<file path="src/rtl/hazard_if.sv">
// Hazard controller port bundle: pipeline-side hazard indications in,
// hold/bubble controls and the stall counter out.
interface hazard_if #(
    parameter int REG_W = 4,
    parameter int CNT_W = 16
);
    logic [REG_W-1:0] id_rs1;
    logic [REG_W-1:0] id_rs2;
    logic [REG_W-1:0] ex_wreg;
    logic             ex_mem_rd;
    logic             ex_branch_err;
    logic             mem_struct;
    logic             mem_io;
    logic             perf_clr;
    logic             pc_keep;
    logic             if_keep;
    logic             id_keep;
    logic             ex_keep;
    logic             if_clear;
    logic             id_clear;
    logic             mem_clear;
    logic             io_busy;
    logic [CNT_W-1:0] stall_cnt;

    modport master (
        output id_rs1, id_rs2, ex_wreg, ex_mem_rd, ex_branch_err,
               mem_struct, mem_io, perf_clr,
        input  pc_keep, if_keep, id_keep, ex_keep, if_clear, id_clear,
               mem_clear, io_busy, stall_cnt
    );

    modport slave (
        input  id_rs1, id_rs2, ex_wreg, ex_mem_rd, ex_branch_err,
               mem_struct, mem_io, perf_clr,
        output pc_keep, if_keep, id_keep, ex_keep, if_clear, id_clear,
               mem_clear, io_busy, stall_cnt
    );
endinterface

</file>
<file path="src/rtl/hazard_ctrl.sv">
// Pipeline hazard controller: branch flush, use stall, I-RAM structural stall
// and a multi-cycle full freeze for slow IO, plus a saturating stall counter.
module hazard_ctrl #(
    parameter int               REG_W    = 4,
    parameter logic [REG_W-1:0] NO_REG   = {REG_W{1'b1}},
    parameter bit               FWD      = 1'b1,
    parameter int               WAIT_CYC = 2,
    parameter int               CNT_W    = 16
) (
    input  logic    clk,
    input  logic    rst,
    hazard_if.slave hz
);

    localparam int CW = (WAIT_CYC < 2) ? 1 : $clog2(WAIT_CYC);
    localparam logic [CW-1:0] WAIT_LOAD = (WAIT_CYC >= 2) ? CW'(WAIT_CYC - 2) : '0;

    typedef enum logic [1:0] {S_RUN, S_WAIT, S_DONE} state_t;

    state_t          state, state_nxt;
    logic [CW-1:0]   cnt, cnt_nxt;
    logic [CNT_W-1:0] stall_cnt;
    logic freeze, use_hz;
    logic pc_keep, if_keep, id_keep, ex_keep;
    logic if_clear, id_clear, mem_clear, io_busy;

    function automatic logic [CNT_W-1:0] sat_inc(input logic [CNT_W-1:0] v);
        return (&v) ? v : v + CNT_W'(1);
    endfunction

    always_ff @(posedge clk or negedge rst) begin
        if (!rst) begin
            state <= S_RUN;
            cnt   <= '0;
        end else begin
            state <= state_nxt;
            cnt   <= cnt_nxt;
        end
    end

    always_ff @(posedge clk or negedge rst) begin
        if (!rst)
            stall_cnt <= '0;
        else if (hz.perf_clr)
            stall_cnt <= '0;
        else if (pc_keep)
            stall_cnt <= sat_inc(stall_cnt);
    end

    assign use_hz = (hz.ex_wreg != NO_REG) &&
                    ((hz.id_rs1 == hz.ex_wreg) || (hz.id_rs2 == hz.ex_wreg)) &&
                    (hz.ex_mem_rd || !FWD);

    always_comb begin
        state_nxt = state;
        cnt_nxt   = cnt;
        freeze    = 1'b0;
        case (state)
            S_RUN: begin
                if (hz.mem_io && (WAIT_CYC != 0)) begin
                    freeze = 1'b1;
                    if (WAIT_CYC >= 2) begin
                        state_nxt = S_WAIT;
                        cnt_nxt   = WAIT_LOAD;
                    end else begin
                        state_nxt = S_DONE;
                    end
                end
            end
            S_WAIT: begin
                freeze = 1'b1;
                if (cnt == '0) state_nxt = S_DONE;
                else           cnt_nxt   = cnt - CW'(1);
            end
            // DONE lets the IO instruction leave MEM before mem_io is honoured again
            S_DONE:  state_nxt = S_RUN;
            default: state_nxt = S_RUN;
        endcase
    end

    always_comb begin
        pc_keep   = 1'b0;
        if_keep   = 1'b0;
        id_keep   = 1'b0;
        ex_keep   = 1'b0;
        if_clear  = 1'b0;
        id_clear  = 1'b0;
        mem_clear = 1'b0;
        io_busy   = 1'b0;
        if (!rst) begin
            // outputs stay quiet throughout reset, even if a freeze was in flight
        end else if (freeze) begin
            pc_keep   = 1'b1;
            if_keep   = 1'b1;
            id_keep   = 1'b1;
            ex_keep   = 1'b1;
            mem_clear = 1'b1;
            io_busy   = 1'b1;
        end else if (hz.ex_branch_err) begin
            if_clear = 1'b1;
            id_clear = 1'b1;
        end else if (use_hz) begin
            pc_keep  = 1'b1;
            if_keep  = 1'b1;
            id_clear = 1'b1;
        end else if (hz.mem_struct) begin
            pc_keep  = 1'b1;
            if_clear = 1'b1;
        end
    end

    assign hz.pc_keep   = pc_keep;
    assign hz.if_keep   = if_keep;
    assign hz.id_keep   = id_keep;
    assign hz.ex_keep   = ex_keep;
    assign hz.if_clear  = if_clear;
    assign hz.id_clear  = id_clear;
    assign hz.mem_clear = mem_clear;
    assign hz.io_busy   = io_busy;
    assign hz.stall_cnt = stall_cnt;

endmodule

</file>
<file path="src/flat_wrapper.sv">
// flat-port wrapper written by rule: the top's interface ports become plain ports
module hazard_ctrl_flat 
#(
    parameter int               REG_W    = 4,
    parameter logic [REG_W-1:0] NO_REG   = {REG_W{1'b1}},
    parameter bit               FWD      = 1'b1,
    parameter int               WAIT_CYC = 2,
    parameter int               CNT_W    = 16
)
  (clk, rst, hz_id_rs1, hz_id_rs2, hz_ex_wreg, hz_ex_mem_rd, hz_ex_branch_err, hz_mem_struct, hz_mem_io, hz_perf_clr, hz_pc_keep, hz_if_keep, hz_id_keep, hz_ex_keep, hz_if_clear, hz_id_clear, hz_mem_clear, hz_io_busy, hz_stall_cnt);
  hazard_if #(.REG_W(REG_W), .CNT_W(CNT_W)) hz_i ();
  input  logic clk;
  input  logic rst;
  input wire logic [$bits(hz_i.id_rs1)-1:0] hz_id_rs1;
  input wire logic [$bits(hz_i.id_rs2)-1:0] hz_id_rs2;
  input wire logic [$bits(hz_i.ex_wreg)-1:0] hz_ex_wreg;
  input wire logic [$bits(hz_i.ex_mem_rd)-1:0] hz_ex_mem_rd;
  input wire logic [$bits(hz_i.ex_branch_err)-1:0] hz_ex_branch_err;
  input wire logic [$bits(hz_i.mem_struct)-1:0] hz_mem_struct;
  input wire logic [$bits(hz_i.mem_io)-1:0] hz_mem_io;
  input wire logic [$bits(hz_i.perf_clr)-1:0] hz_perf_clr;
  output wire logic [$bits(hz_i.pc_keep)-1:0] hz_pc_keep;
  output wire logic [$bits(hz_i.if_keep)-1:0] hz_if_keep;
  output wire logic [$bits(hz_i.id_keep)-1:0] hz_id_keep;
  output wire logic [$bits(hz_i.ex_keep)-1:0] hz_ex_keep;
  output wire logic [$bits(hz_i.if_clear)-1:0] hz_if_clear;
  output wire logic [$bits(hz_i.id_clear)-1:0] hz_id_clear;
  output wire logic [$bits(hz_i.mem_clear)-1:0] hz_mem_clear;
  output wire logic [$bits(hz_i.io_busy)-1:0] hz_io_busy;
  output wire logic [$bits(hz_i.stall_cnt)-1:0] hz_stall_cnt;
  assign hz_i.id_rs1 = hz_id_rs1;
  assign hz_i.id_rs2 = hz_id_rs2;
  assign hz_i.ex_wreg = hz_ex_wreg;
  assign hz_i.ex_mem_rd = hz_ex_mem_rd;
  assign hz_i.ex_branch_err = hz_ex_branch_err;
  assign hz_i.mem_struct = hz_mem_struct;
  assign hz_i.mem_io = hz_mem_io;
  assign hz_i.perf_clr = hz_perf_clr;
  assign hz_pc_keep = hz_i.pc_keep;
  assign hz_if_keep = hz_i.if_keep;
  assign hz_id_keep = hz_i.id_keep;
  assign hz_ex_keep = hz_i.ex_keep;
  assign hz_if_clear = hz_i.if_clear;
  assign hz_id_clear = hz_i.id_clear;
  assign hz_mem_clear = hz_i.mem_clear;
  assign hz_io_busy = hz_i.io_busy;
  assign hz_stall_cnt = hz_i.stall_cnt;
  hazard_ctrl #(.REG_W(REG_W), .NO_REG(NO_REG), .FWD(FWD), .WAIT_CYC(WAIT_CYC), .CNT_W(CNT_W)) u_core (.clk(clk), .rst(rst), .hz(hz_i));
endmodule
</file>
<file path="config.mk">
export PLATFORM = sky130hd
export DESIGN_NAME = hazard_ctrl_flat
export DESIGN_NICKNAME = d
export VERILOG_FILES = /design/src/rtl/hazard_if.sv /design/src/rtl/hazard_ctrl.sv /design/src/flat_wrapper.sv
export SDC_FILE = /design/constraint.sdc
export NUM_CORES = 1
export LEC_CHECK = 0
export CORE_MARGIN = 4
export CORE_UTILIZATION = 47
export CTS_CLUSTER_SIZE = 24
export DETAILED_ROUTE_END_ITERATION = 8
export HOLD_SLACK_MARGIN = 0.03
export MAX_ROUTING_LAYER = met4
export PLACE_DENSITY_LB_ADDON = 0.08
export RECOVER_POWER = 100
export SKIP_CTS_REPAIR_TIMING = 1
export SYNTH_ARGS = -nofsm -noshare
export SYNTH_HDL_FRONTEND = slang
export SYNTH_SLANG_ARGS = --single-unit
</file>
<file path="constraint.sdc">
create_clock -name clk -period 3.05 [get_ports clk]
set_input_delay 0.305 -clock clk [delete_from_list [all_inputs] [get_ports clk]]
set_output_delay 0.305 -clock clk [all_outputs]
set_load 0.05 [all_outputs]
</file>
==> flow_summary.toml <==
[final_layout]
nets = 188
drive_above_1_share_pct = 8.383
area_delta_synth_final_pct = 37.28
fillCellCount = 203
num_antenna_cells = 0

[synth]
syn_inst = 125
ys_seq_area_share_pct = 39.47
synth_nets = 145
yosys.area.top_type = "dfrtp_1"
synth_edf_count = 0
async_flop_share_pct = 100.0
synth_top_area_share_pct = 39.47
synthDistinctLibCells = 38
ys_ff_latch = 18
syn_avg_cell_area_um2 = 9.129
yosysWarnings = 0
ys_top_cells_by_area = "dfrtp_1, xnor2_1, nor2_1, a21oi_1, nand4_1"
synth-main-ff-cell = "dfrtp_1"
synth_area_um2 = 1141

[power_and_ir_drop]
vdd.ir_drop.worst_uv = 328.8
power.static_leakage_nw = 0.6589
finalPower_mw = 0.5649
combinationalPowerShare_pct = 28.9
p_clk_share_pct = 26.5
p_int_mw = 0.3772
p_sw_share_pct = 33.23
p_per_area_nw_per_um2 = 360.6
p_sw_mw = 0.1877
seqPwrFrac_pct = 44.6

[global_routing]
overflow = 0
grt_usage_pct = 19.55
grt_max_degree = 21
grt_pass1_wl_um = 4974
antenna_found_initial = 0
first_global_vias = 1097

[placement]
place.gp.congestion = 0.8225
dp_hpwl_um = 2225
io_buffers = 42

[worst_setup_path]
r2r-end = "u_core.hz.stall_cnt[6]"
critPathRequiredTime_ns = 2.74
start_kind = "input port"
r2r_cells = 7
worstSetupEndpointType = "output port"
r2r_setup_slack_ns = 0.59
timing.critical_path.fanout_max = 8
critPathLaunch = "hz_ex_wreg[2]"
critical_path_arrival_ns = 2.38
critical_path_class = "input port to output port"
worst_r2r_startpoint = "u_core.hz.stall_cnt[0]"

[clock_tree]
cts_made_buffers = 3
clk_path_buf_depth = 2
cts_max_level = 1
cts_tree = "built"
numClockSinks = 18
clkTransAtPathRegs_ns = 0.11
root_buffer = "clkbuf_4"
clock_latency_ns = 0.30

[timing]
drv_slew = 0
fin_skew_ns = 0.01297
max_freq_mhz = 372.5
hold_viol_final = 0
setup_violations = 0
period_needed_ns = 2.685
worstMarginPinSlew_ns = 0.7022
rsz0062_at_grt = "false"
fin_setup_tns_ns = 0
fin_crit_sh_pct = 88.02
relSlewSlack_pct = 52.83

[floorplan]
dieArea_um2 = 3280
dieWidth_um = 57.28
start_util_pct = 50.61
num_rows = 17
fp.dieH_um = 57.28
coreArea_um2 = 2255
io_pins = 43

[routing]
routed_via_density = 5.462
drtPass1Iterations = 4
drt_wl_total_um = 2828
wl_per_cell_um = 14.50
drtAntennaViolNets = 0
drc_errors = 0
initialDrtViolationCount = 10
vias = 1065

[run]
drv_cap = 0

[worst_hold_path]
hold_class = "input port to asynchronous set/reset pin"

[status]
status = "completed"
## worst max path at each step
| stage | slack, ns | to | cells after the start |
|---|---|---|---|
| after floorplan | 0.38 | u_core.hz.stall_cnt[10] | 7 |
| after global placement | 0.42 | u_core.hz.stall_cnt[12] | 7 |
| after detailed placement | 0.30 | u_core.hz.stall_cnt[12] | 7 |
| after CTS | 0.43 | hz_if_clear | 7 |
| after global routing | 0.24 | hz_pc_keep | 7 |
| final | 0.37 | hz_pc_keep | 7 |
## routing by layer
metal  track usage [%]  wire length (um)  up-vias
met2             30.51              1347       31
met4             5.960                40        0
met3             3.394               128        4
met1             25.92              1311      504
li1                  -                 -      526
met5                 -                 0        -
## cell usage after synthesis (2+ instances only)
library cell,instances
clkbuf_1,2
nor3_1,3
nor2_1,17
dfrtp_1,18
nand4_1,7
a211oi_2,2
and2_1,2
xnor2_1,14
nor2b_1,4
mux2_2,3
nand2_1,5
buf_4,3
nand3_1,4
nor3b_1,2
inv_1,6
a211oi_1,3
a21oi_1,9
## stage by stage
step | setup slack (ns) | area, um2 | hold slack, ns | util, % | std cells
6_report | 0.3653 | 1567 | 0.4275 | 69.48 | 195
5_1_grt | 0.2359 | 1567 | 0.4622 | 69.48 | 195
4_1_cts | 0.4322 | 1618 | 0.3527 | 71.75 | 195
3_5_place_dp | 0.3046 | 1582 | 0.4444 | 70.14 | 191
3_3_place_gp | 0.4184 | 1582 | 0.4315 | 70.14 | 191
2_1_floorplan | 0.3751 | 1141 | 0.009409 | - | 125
## critical path, cell delays in order
cell,delay [ns]
clkdlybuf4s50_1,0.48
xnor2_1,0.23
nand4_1,0.15
a2111o_1,0.56
and2_2,0.26
inv_1,0.22
buf_12,0.18
## power groups by stage
stage,sequential [mW],clock (mW),combinational (mW)
after floorplan,0.269,0,0.0930
final,0.252,0.150,0.163
after detailed placement,0.257,0,0.179
after global routing,0.254,0.167,0.175
after CTS,0.252,0.160,0.180
after global placement,0.256,0,0.174
## cell families after synthesis
logic type,count (synthesis),synth area share (%)
DFF,18,39.47
and+or+nand+nor,53,25.11
xor gates and xnor gates,14,10.75
muxes,4,3.838
AOI/OAI and AO/OA,23,14.80
adders and majority gates,1,1.096
buffers and inverters,12,4.934
## cell usage in the layout, fill, tap and decap left out, types with 2 or more instances in the layout
cell type	netlist	layout
clkbuf_4	0	3
inv_1	6	7
mux2_2	3	3
a211oi_1	3	5
a21oi_1	9	9
dlygate4sd3_1	0	19
clkdlybuf4s50_1	0	16
nand3_1	4	4
dfrtp_1	18	18
nor2_1	17	17
nor3_1	3	4
nand2_1	5	5
nand4_1	7	7
nor3b_1	2	2
xnor2_1	14	14
nor2b_1	4	4
clkbuf_1	2	6
and2_1	2	2
## registers in the layout, summed over array words and instances (netlist names)
register             cells
u_core.hz.stall_cnt     16
u_core.state             2
## area by class of cell
cell class              count  area (um2)  share of cell area (%)
flip-flops and latches     18       450.4                   28.75
well taps                  28       35.03                   2.236
clock buffers               4       36.28                   2.316
inverters                   7       26.28                   1.677
repair buffers             43       400.4                   25.56
multi-input cells          95       618.1                   39.46
(Power assumes the default switching activity.)
